**config.mk**
```make
export PLATFORM = sky130hd
export DESIGN_NAME = control_unit
export DESIGN_NICKNAME = d
export VERILOG_FILES = /design/src/rtl/control_unit.sv
export SDC_FILE = /design/constraint.sdc
export NUM_CORES = 1
export LEC_CHECK = 0
export BUFFER_PORTS_ARGS = -buffer_cell sky130_fd_sc_hd__buf_2
export CORE_ASPECT_RATIO = 1.2
export CORE_MARGIN = 10
export CORE_UTILIZATION = 45
export CTS_CLUSTER_DIAMETER = 120
export CTS_CLUSTER_SIZE = 12
export DETAILED_ROUTE_END_ITERATION = 7
export GPL_TIMING_DRIVEN = 1
export MAX_ROUTING_LAYER = met4
export PLACE_DENSITY = 0.82
export SYNTH_ARGS = -nofsm -noshare
export SYNTH_HDL_FRONTEND = slang
export SYNTH_SLANG_ARGS = --single-unit
export TNS_END_PERCENT = 5
```
**constraint.sdc**
```tcl
create_clock -name clk -period 4.3 [get_ports clk]
set_input_delay 1.29 -clock clk [delete_from_list [all_inputs] [get_ports clk]]
set_output_delay 1.29 -clock clk [all_outputs]
set_load 0.005 [all_outputs]
```
**src/rtl/control_unit.sv**
```systemverilog
// rtl/control_unit.sv - hardwired fetch/decode/execute sequencer driving datapath control inputs
//
// Ports:
//   clk, clr (async active-low reset)
//   ir[31:0]   instruction register contents; opcode is ir[31:27]
//   con_out    branch-condition flag from the datapath
//   *_out      bus drive selects (at most one high per step)
//   *_enable, r_in   register loads
//   pc_increment, read, ram_write, gra, grb, grc   misc control
//   run        high while executing; low in reset and after halt
//   step[3:0]  current step code (T0..T7 = 0..7, HALT = 15)
module control_unit #(
  parameter int OPW = 5
) (
  input  logic        clk,
  input  logic        clr,
  input  logic [31:0] ir,
  input  logic        con_out,
  output logic        pc_out, zlo_out, zhi_out, hi_out, lo_out, mdr_out,
  output logic        inport_out, c_sign_extended_out, ba_out, r_out,
  output logic        mar_enable, mdr_enable, ir_enable, y_enable, z_enable,
  output logic        pc_enable, hi_enable, lo_enable, r15_enable,
  output logic        outport_enable, inport_enable, con_enable, r_in,
  output logic        pc_increment, read, ram_write, gra, grb, grc,
  output logic        run,
  output logic [3:0]  step
);

  typedef enum logic [3:0] {
    T0 = 4'd0, T1 = 4'd1, T2 = 4'd2, T3 = 4'd3,
    T4 = 4'd4, T5 = 4'd5, T6 = 4'd6, T7 = 4'd7,
    HALT = 4'd15
  } step_t;

  localparam logic [OPW-1:0] OP_LD   = OPW'(5'b00000);
  localparam logic [OPW-1:0] OP_LDI  = OPW'(5'b00001);
  localparam logic [OPW-1:0] OP_ST   = OPW'(5'b00010);
  localparam logic [OPW-1:0] OP_ADD  = OPW'(5'b00011);
  localparam logic [OPW-1:0] OP_SUB  = OPW'(5'b00100);
  localparam logic [OPW-1:0] OP_AND  = OPW'(5'b00101);
  localparam logic [OPW-1:0] OP_OR   = OPW'(5'b00110);
  localparam logic [OPW-1:0] OP_ADDI = OPW'(5'b01000);
  localparam logic [OPW-1:0] OP_BR   = OPW'(5'b10010);
  localparam logic [OPW-1:0] OP_JR   = OPW'(5'b10011);
  localparam logic [OPW-1:0] OP_JAL  = OPW'(5'b10100);
  localparam logic [OPW-1:0] OP_IN   = OPW'(5'b10101);
  localparam logic [OPW-1:0] OP_OUT  = OPW'(5'b10110);
  localparam logic [OPW-1:0] OP_MFHI = OPW'(5'b10111);
  localparam logic [OPW-1:0] OP_MFLO = OPW'(5'b11000);
  localparam logic [OPW-1:0] OP_HALT = OPW'(5'b11010);

  step_t          state, state_next;
  logic           run_q;
  logic [OPW-1:0] op;
  logic           unused_ir;

  assign op        = ir[31 -: OPW];
  assign unused_ir = ^ir[31-OPW:0];

  // Final step of each instruction; nop and unknown opcodes end after fetch.
  function automatic step_t last_step(input logic [OPW-1:0] o);
    case (o)
      OP_LD, OP_ST:                           last_step = T7;
      OP_LDI, OP_ADD, OP_SUB, OP_AND, OP_OR,
      OP_ADDI:                                last_step = T5;
      OP_BR:                                  last_step = T6;
      OP_JAL:                                 last_step = T4;
      OP_JR, OP_IN, OP_OUT, OP_MFHI, OP_MFLO: last_step = T3;
      default:                                last_step = T2;
    endcase
  endfunction

  always_ff @(posedge clk or negedge clr) begin
    if (!clr) begin
      state <= T0;
      run_q <= 1'b0;
    end else begin
      state <= state_next;
      run_q <= (state_next != HALT);
    end
  end

  // The first edge after reset release only arms run_q and stays in T0.
  // The T2 decision uses the opcode presented on ir during fetch.
  always_comb begin
    state_next = state;
    if (state == HALT)
      state_next = HALT;
    else if (!run_q)
      state_next = T0;
    else if (state == T2 && op == OP_HALT)
      state_next = HALT;
    else if (state == last_step(op))
      state_next = T0;
    else
      state_next = step_t'(state + 4'd1);
  end

  always_comb begin
    pc_out = 1'b0; zlo_out = 1'b0; zhi_out = 1'b0; hi_out = 1'b0; lo_out = 1'b0;
    mdr_out = 1'b0; inport_out = 1'b0; c_sign_extended_out = 1'b0; ba_out = 1'b0;
    r_out = 1'b0; mar_enable = 1'b0; mdr_enable = 1'b0; ir_enable = 1'b0;
    y_enable = 1'b0; z_enable = 1'b0; pc_enable = 1'b0; hi_enable = 1'b0;
    lo_enable = 1'b0; r15_enable = 1'b0; outport_enable = 1'b0;
    inport_enable = 1'b0; con_enable = 1'b0; r_in = 1'b0; pc_increment = 1'b0;
    read = 1'b0; ram_write = 1'b0; gra = 1'b0; grb = 1'b0; grc = 1'b0;
    step = state;
    // clr gates combinationally so every output drops in the same delta as reset.
    run  = run_q & clr;
    if (run_q && clr) begin
      case (state)
        T0: begin pc_out = 1'b1; mar_enable = 1'b1; pc_increment = 1'b1; z_enable = 1'b1; end
        T1: begin zlo_out = 1'b1; pc_enable = 1'b1; read = 1'b1; mdr_enable = 1'b1; end
        T2: begin mdr_out = 1'b1; ir_enable = 1'b1; end
        HALT: ;
        default: begin
          case (op)
            OP_LD, OP_ST, OP_LDI: begin
              case (state)
                T3: begin grb = 1'b1; ba_out = 1'b1; y_enable = 1'b1; end
                T4: begin c_sign_extended_out = 1'b1; z_enable = 1'b1; end
                T5: begin
                  zlo_out = 1'b1;
                  if (op == OP_LDI) begin gra = 1'b1; r_in = 1'b1; end
                  else mar_enable = 1'b1;
                end
                T6: begin
                  mdr_enable = 1'b1;
                  if (op == OP_LD) read = 1'b1;
                  else begin gra = 1'b1; r_out = 1'b1; end
                end
                T7: begin
                  if (op == OP_LD) begin mdr_out = 1'b1; gra = 1'b1; r_in = 1'b1; end
                  else ram_write = 1'b1;
                end
                default: ;
              endcase
            end
            OP_ADD, OP_SUB, OP_AND, OP_OR, OP_ADDI: begin
              case (state)
                T3: begin grb = 1'b1; r_out = 1'b1; y_enable = 1'b1; end
                T4: begin
                  z_enable = 1'b1;
                  if (op == OP_ADDI) c_sign_extended_out = 1'b1;
                  else begin grc = 1'b1; r_out = 1'b1; end
                end
                T5: begin zlo_out = 1'b1; gra = 1'b1; r_in = 1'b1; end
                default: ;
              endcase
            end
            OP_BR: begin
              case (state)
                T3: begin gra = 1'b1; r_out = 1'b1; con_enable = 1'b1; end
                T4: begin pc_out = 1'b1; y_enable = 1'b1; end
                T5: begin c_sign_extended_out = 1'b1; z_enable = 1'b1; end
                T6: begin zlo_out = 1'b1; pc_enable = con_out; end
                default: ;
              endcase
            end
            OP_JR:   if (state == T3) begin gra = 1'b1; r_out = 1'b1; pc_enable = 1'b1; end
            OP_JAL: begin
              if (state == T3) begin pc_out = 1'b1; r15_enable = 1'b1; end
              if (state == T4) begin gra = 1'b1; r_out = 1'b1; pc_enable = 1'b1; end
            end
            OP_IN:   if (state == T3) begin inport_out = 1'b1; gra = 1'b1; r_in = 1'b1; end
            OP_OUT:  if (state == T3) begin gra = 1'b1; r_out = 1'b1; outport_enable = 1'b1; end
            OP_MFHI: if (state == T3) begin hi_out = 1'b1; gra = 1'b1; r_in = 1'b1; end
            OP_MFLO: if (state == T3) begin lo_out = 1'b1; gra = 1'b1; r_in = 1'b1; end
            default: ;
          endcase
        end
      endcase
    end
  end

endmodule

```
==> summary.md, run 1 <==
| Metric | Value |
|---|---|
| Row cnt | 20 |
| Final hold viol count | 0 |
| Fin crit period | 4.19 ns |
| Synth cell types | 57 |
| Fin. max-slew vios | 0 |
| Worst-path clk slew | 0.04 ns |
| Commonest non-fill, non-tap cell in the layout | buf_2 |
| Setup_tns | 0 ns |
| First-iteration detailed-routing DRC count | 126 |
| IO Count | 69 |
| Static leakage | 0.660 nW |
| Antenna fix cells | 0 |
| First-pass GRT wire length | 6.10 mm |
| Required time worst endpoint | 3.01 ns |
| Post-Syn Instances | 175 |
| Most frequent cells in the layout | 36 x buf_2, 15 x buf_4, 13 x a21oi_1, 13 x nand2_1 |
| Worst Hold Path EP | step[3] |
| Fin crit share | 97.5% |
| Layout cells sized above 1 | 31.3% |
| R2R Path Start | step[0] |
| Initial antenna violation count | 0 |
| Gate power share | 72.1% |
| Detailed placement HPWL | 2.98 mm |
| Hold Path Stages | 2 |
| Hold Crit Start | run_q |
| Arrival @ worst endpoint | 2.90 ns |
| GRT overflow | 0 |
| Clock skew | 0.00208 ns |
| Final Cell Area | 1500 µm² |
| Die width | 67.2 µm |
| Vias in the first global route | 1421 |
| Most frequent cell on the critical path | buf_2 |
| WS Path Type | in2out |
| Switching share of power | 52.6% |
| Seq/Total Area, Yosys | 10.4% |
| CTS buffer count | 3 |
| CP Max Fanout | 18 |
| Vias | 1470 |
| Worst min-delay path class | reg2reg |
| P_sw | 0.337 mW |
| Max_cap viols | 0 |
| Internal | 0.304 mW |
| Area Overhead vs Synth | 24.8% |
| Ys flop type | dfrtp_1 |
| Fin nets | 254 |
| Cell chain of the critical path | buf_2 -> or2b_1 -> or4b_2 -> a41oi_1 -> buf_2 |
| Crit path max-delay family | simple AND/OR/NAND/NOR gates |
| Clock Tree Buf Depth | 2 |
| Initial core utilization | 47.2% |
| Hold slack | 0.693 ns |
| Max Fclk | 0.238 GHz |
| Placed cell areas | 1440 µm² |
| Mapped Avg Cell Area | 6.88 µm² |
| First drt pass iteration count | 4 |
| Vias/cell | 5.95 |
| Startpoint Class | input pin |
| EDFF count, synth | 0 |
| Core footprint | 2550 µm² |
| H-tree Lvls | 1 |
| Reg-to-Reg End | step[3] |
| Clock power share | 8.4% |
| Final setup fails | 0 |
| Worst Path Buf+Inv | 2 |
| Register-to-register setup slack | 1.98 ns |
| Hold_buf cts | 0 |
| Largest net degree at the start of global routing | 19 |
| Drt total wl | 3.84 mm |
| Power Total | 0.641 mW |
| CTS tree | built |
| Async SR Flop Fraction | 100% |
| PwrDens | 427 nW/µm² |
| Total routing usage reported by global routing | 14.4% |
| DR WL/cell | 15.6 µm |
| Drt drc | 0 |
| Outcome | completed |
| Peak VDD IR | 0.431 mV |
| Die H | 76.7 µm |
| Port bufs | 37 |
| CP max stage delay | 0.63 ns |
| Critical path endpoint category | output pin |
| Critical Path Source | ir[28] |
| Final ANT Viol Nets | 0 |
| #FFs+latches synth | 5 |
| Final RePlAce weighted congestion | 0.924 |
| Die ar. | 5150 µm² |
| Filler cell count | 258 |
| RSZ-0062 raised after global routing | false |
| Post-Syn Area | 1200 µm² |
| Sequential share of power | 19.5% |
| CTS sink count | 5 |
| CP max-delay cell | or4b_2 |
| Post-Route Utilization | 58.9% |
| Synth warn | 0 |
| FF-to-FF path depth | 7 |
| Skew-Pair Late Insertion Delay | 0.24 ns |
| Root buffer cell | clkbuf_4 |
[routing by layer]
metal  vias up  GRT usage [%]  routed length, µm
li1        723              -                  -
met5         -              -                  0
met3         7           2.03                271
met2        52           25.4               1970
met4         0           5.76                 88
met1       688           15.3               1520
[state kept, by name, indices dropped and copies added (netlist names)]
register,cells
run_q,1
step,4
[power by group through the flow]
stage                     combinational, mW  sequential, mW  clock, mW
after floorplan                       0.342          0.0968          0
after global placement                0.449           0.123          0
after detailed placement              0.455           0.124          0
after CTS                             0.458           0.124     0.0558
after global routing                  0.510           0.132     0.0570
final                                 0.462           0.125     0.0538
[cell families after synthesis]
group,Yosys count,share of synthesized area [%]
XOR/XNOR,3,2.18
multiplexers,3,2.60
flip-flops,5,10.4
other,1,0.312
adder cells (fa/ha/maj),5,4.99
AND/OR/NAND/NOR,82,39.2
AO/OA/AOI/OAI,51,29.1
buffers and inverters,25,11.2
[cells in the mapped netlist (2+ instances only)]
cell      instances  area [µm²]
a211oi_1          2        15.0
nand3_1          12        60.1
inv_1             5        18.8
buf_6             2        22.5
and2_1            3        18.8
ha_1              4        50.1
xnor2_1           3        26.3
o21ai_0          12        60.1
buf_2             6        30.0
nand4_1           4        25.0
clkbuf_1          7        26.3
a31oi_1           6        37.5
nand2_1          13        48.8
and3_1            3        18.8
nand2b_1          3        18.8
dfrtp_1           5         125
nor2_1           10        37.5
nor3_1            5        25.0
o21a_1            2        15.0
a21oi_1          13        65.1
nor2b_1           5        31.3
nor4_1            9        56.3
mux2i_1           2        20.0
buf_4             5        37.5
nor4b_1           2        17.5
[worst max-delay path by stage]
stage	endpoint	depth (start not counted)	slack [ns]
6_report	pc_enable	5	0.11
5_1_grt	gra	7	0.02
4_1_cts	gra	7	0.08
3_5_place_dp	gra	7	0.09
3_3_place_gp	gra	7	0.08
2_1_floorplan	gra	7	0.31
[per-stage QoR]
stage                     setup slack [ns]  instances
after global routing                0.0184        247
after floorplan                      0.305        178
after global placement              0.0803        243
after detailed placement            0.0884        243
final                                0.106        247
after CTS                           0.0846        247
[cell type report]
| type | count | area (µm²) | share of cell area (%) |
|---|---|---|---|
| multi-input cells | 148 | 991 | 65.9 |
| repair buffers | 52 | 300 | 20.0 |
| inverters | 5 | 18.8 | 1.25 |
| clock buffers | 4 | 26.3 | 1.75 |
| well taps | 33 | 41.3 | 2.75 |
| flip-flops and latches | 5 | 125 | 8.33 |
[what timing repair did]
action,4_1_cts,5_1_grt
setup buffers,0,0
resized for setup,0,7
setup endpoints to repair,0,1
[worst register-to-register path: cells and delay by family (launching register included)]
kind	cells	cell delay [ns]
adder cells (fa/ha/maj)	1	0.33
buffers and inverters	1	0.14
AO/OA/AOI/OAI	2	0.52
AND/OR/NAND/NOR	3	0.74
flip-flops	1	0.47
Power figures use the tool's default switching activity.
==> inputs of run 2 (changes only) <==
- CORE_UTILIZATION: 45 -> 46
- CTS_BUF_LIST: unset -> sky130_fd_sc_hd__clkbuf_8
- PLACE_DENSITY: 0.82 -> 0.83
- SETUP_SLACK_MARGIN: unset -> 0.15
==> summary.md, run 2 (synthesis results as in run 1) <==
| Metric | Value |
|---|---|
| Outcome | completed (unchanged) |
| Detailed placement HPWL | 3.01 mm (was 2.98 mm) |
| Max_cap viols | 0 (unchanged) |
| Final RePlAce weighted congestion | 0.932 (was 0.924) |
| Setup_tns | 0 ns (unchanged) |
| Clock Tree Buf Depth | 2 (unchanged) |
| Die width | 66.7 µm (was 67.2 µm) |
| Startpoint Class | input pin (unchanged) |
| CP Max Fanout | 17 (was 18) |
| Worst Path Buf+Inv | 2 (unchanged) |
| CTS tree | built (unchanged) |
| Skew-Pair Late Insertion Delay | 0.22 ns (was 0.24 ns) |
| Port bufs | 37 (unchanged) |
| Final setup fails | 0 (unchanged) |
| H-tree Lvls | 1 (unchanged) |
| CP max-delay cell | a2111oi_1 (was or4b_2) |
| Worst min-delay path class | reg2reg (unchanged) |
| Initial antenna violation count | 0 (unchanged) |
| IO Count | 69 (unchanged) |
| First-pass GRT wire length | 6.40 mm (was 6.10 mm) |
| Top sig layer | met4 (unchanged) |
| First drt pass iteration count | 4 (unchanged) |
| Register-to-register setup slack | 1.96 ns (was 1.98 ns) |
| Cell chain of the critical path | buf_4 -> nand2b_1 -> a21o_1 -> a21oi_1 -> a31oi_1 -> a2111oi_1 -> buf_2 (was buf_2 -> or2b_1 -> or4b_2 -> a41oi_1 -> buf_2) |
| Hold Path Stages | 2 (unchanged) |
| Vias in the first global route | 1445 (was 1421) |
| WL met1 | 1.56 mm (was 1.52 mm) |
| Fin crit share | 95.9% (was 97.5%) |
| Static leakage | 0.673 nW (was 0.660 nW) |
| Commonest non-fill, non-tap cell in the layout | buf_2 (unchanged) |
| Worst-path clk slew | 0.03 ns (was 0.04 ns) |
| Total routing usage reported by global routing | 15.0% (was 14.4%) |
| Hold Crit Start | run_q (unchanged) |
| Fin nets | 254 (unchanged) |
| CTS buffer count | 3 (unchanged) |
| Final ANT Viol Nets | 0 (unchanged) |
| Fin crit period | 4.13 ns (was 4.19 ns) |
| Required time worst endpoint | 3.01 ns (about the same) |
| Worst Hold Path EP | step[3] (unchanged) |
| Fin. max-slew vios | 0 (unchanged) |
| Crit path max-delay family | compound AO/OA/AOI/OAI gates (was simple AND/OR/NAND/NOR gates) |
| CP max stage delay | 0.42 ns (was 0.63 ns) |
| Drt total wl | 3.89 mm (was 3.84 mm) |
| Root buffer cell | clkbuf_8 (was clkbuf_4) |
| Initial core utilization | 47.6% (was 47.2%) |
| FF-to-FF path depth | 7 (unchanged) |
| Vias | 1518 (was 1470) |
| RSZ-0062 raised after global routing | true (was false) |
| Pre-CTS setup slack | 0.0977 ns (was 0.0884 ns) |
| Clock skew | 0.00133 ns (was 0.00208 ns) |
| Row cnt | 20 (unchanged) |
| Core footprint | 2530 µm² (was 2550 µm²) |
| Reg-to-Reg End | step[1] (was step[3]) |
| Met3 WL | 387 µm (was 271 µm) |
| Final hold viol count | 0 (unchanged) |
| PwrDens | 446 nW/µm² (was 427 nW/µm²) |
| Max Fclk | 0.242 GHz (was 0.238 GHz) |
| DR WL/cell | 15.7 µm (was 15.6 µm) |
| Critical path endpoint category | output pin (unchanged) |
| Die ar. | 5070 µm² (was 5150 µm²) |
| Largest net degree at the start of global routing | 19 (unchanged) |
| Arrival @ worst endpoint | 2.84 ns (was 2.90 ns) |
| Peak VDD IR | 0.499 mV (was 0.431 mV) |
| Antenna fix cells | 0 (unchanged) |
| WS Path Type | in2out (unchanged) |
| Layout cells sized above 1 | 31.3% (unchanged) |
| R2R Path Start | step[0] (unchanged) |
| Most frequent cells in the layout | 34 x buf_2, 17 x buf_4, 13 x a21oi_1, 13 x nand2_1 (was 36 x buf_2, 15 x buf_4, 13 x a21oi_1, 13 x nand2_1) |
| Met2 routed WL | 1.84 mm (was 1.97 mm) |
| Drt drc | 0 (unchanged) |
| First-iteration detailed-routing DRC count | 93 (was 126) |
| Final worst slack | 0.174 ns (was 0.106 ns) |
| CTS sink count | 5 (unchanged) |
| Die H | 76.0 µm (was 76.7 µm) |
| Vias/cell | 6.15 (was 5.95) |
| Max reg flops | 4 (unchanged) |
| GRT overflow | 0 (unchanged) |
| Area Overhead vs Synth | 26.8% (was 24.8%) |
run 2: cell types whose count changed in the layout (fill, tap and decap cells not counted), moves of 2 or more:
cell | before | now
buf_2 | 36 | 34
clkbuf_4 | 4 | 1
buf_4 | 15 | 17
clkbuf_8 | 0 | 3
run 2: worst min-delay path: stages (launching register included):
cell	delay, ns
dfrtp_1	0.44
a21oi_1	0.16
a21oi_1	0.05
run 2: how the worst max path moves through the flow:
stage | end | start | cells past startpoint | slack (ns)
after floorplan | gra | ir[31] | 7 | 0.31
after global placement | gra | ir[28] | 7 | 0.10
after detailed placement | gra | ir[29] | 7 | 0.1
after CTS | pc_enable | ir[31] | 5 | 0.14
after global routing | gra | ir[28] | 7 | 0.06
final | gra | ir[28] | 7 | 0.17
run 2: report_power, final:
part           leakage [nW]  internal (mW)  total, mW  switching [mW]
Combinational         0.589          0.200      0.466           0.266
Sequential           0.0576         0.0705      0.131          0.0604
Clock                0.0269         0.0612     0.0846          0.0234
Total                 0.673          0.332      0.681           0.350
run 2: repair_timing:
item,in CTS,in global routing
resized for setup,5,4
hold buffers,0,0
setup endpoints to repair,1,2
pin swaps,0,1
setup buffers,0,1
run 2: final cells by class:
class	count	area, µm²
inverter	5	18.8
timing repair buffer	52	305
fill	247	1000
tap	33	41.3
sequential	5	125
multi-input combinational	148	991
clock buffer	3	41.3
clock inverter	1	3.75
run 2: routing by layer:
layer  vias up  track usage (%)
li1        730                -
met1       693             17.8
met2        84             23.0
met3        11             3.09
met4         0             7.56
met5         -                -
run 2: metrics by stage:
| step | cells | cell area (µm²) | utilization (%) | hold slack, ns | total power [mW] |
|---|---|---|---|---|---|
| after global placement | 242 | 1430 | 56.6 | 0.659 | 0.571 |
| final | 247 | 1530 | 60.4 | 0.693 | 0.681 |
| after CTS | 246 | 1500 | 59.3 | 0.686 | 0.674 |
| after floorplan | 178 | 1210 | - | 0.617 | 0.439 |
| after global routing | 247 | 1530 | 60.4 | 0.743 | 0.742 |
| after detailed placement | 242 | 1430 | 56.6 | 0.680 | 0.581 |
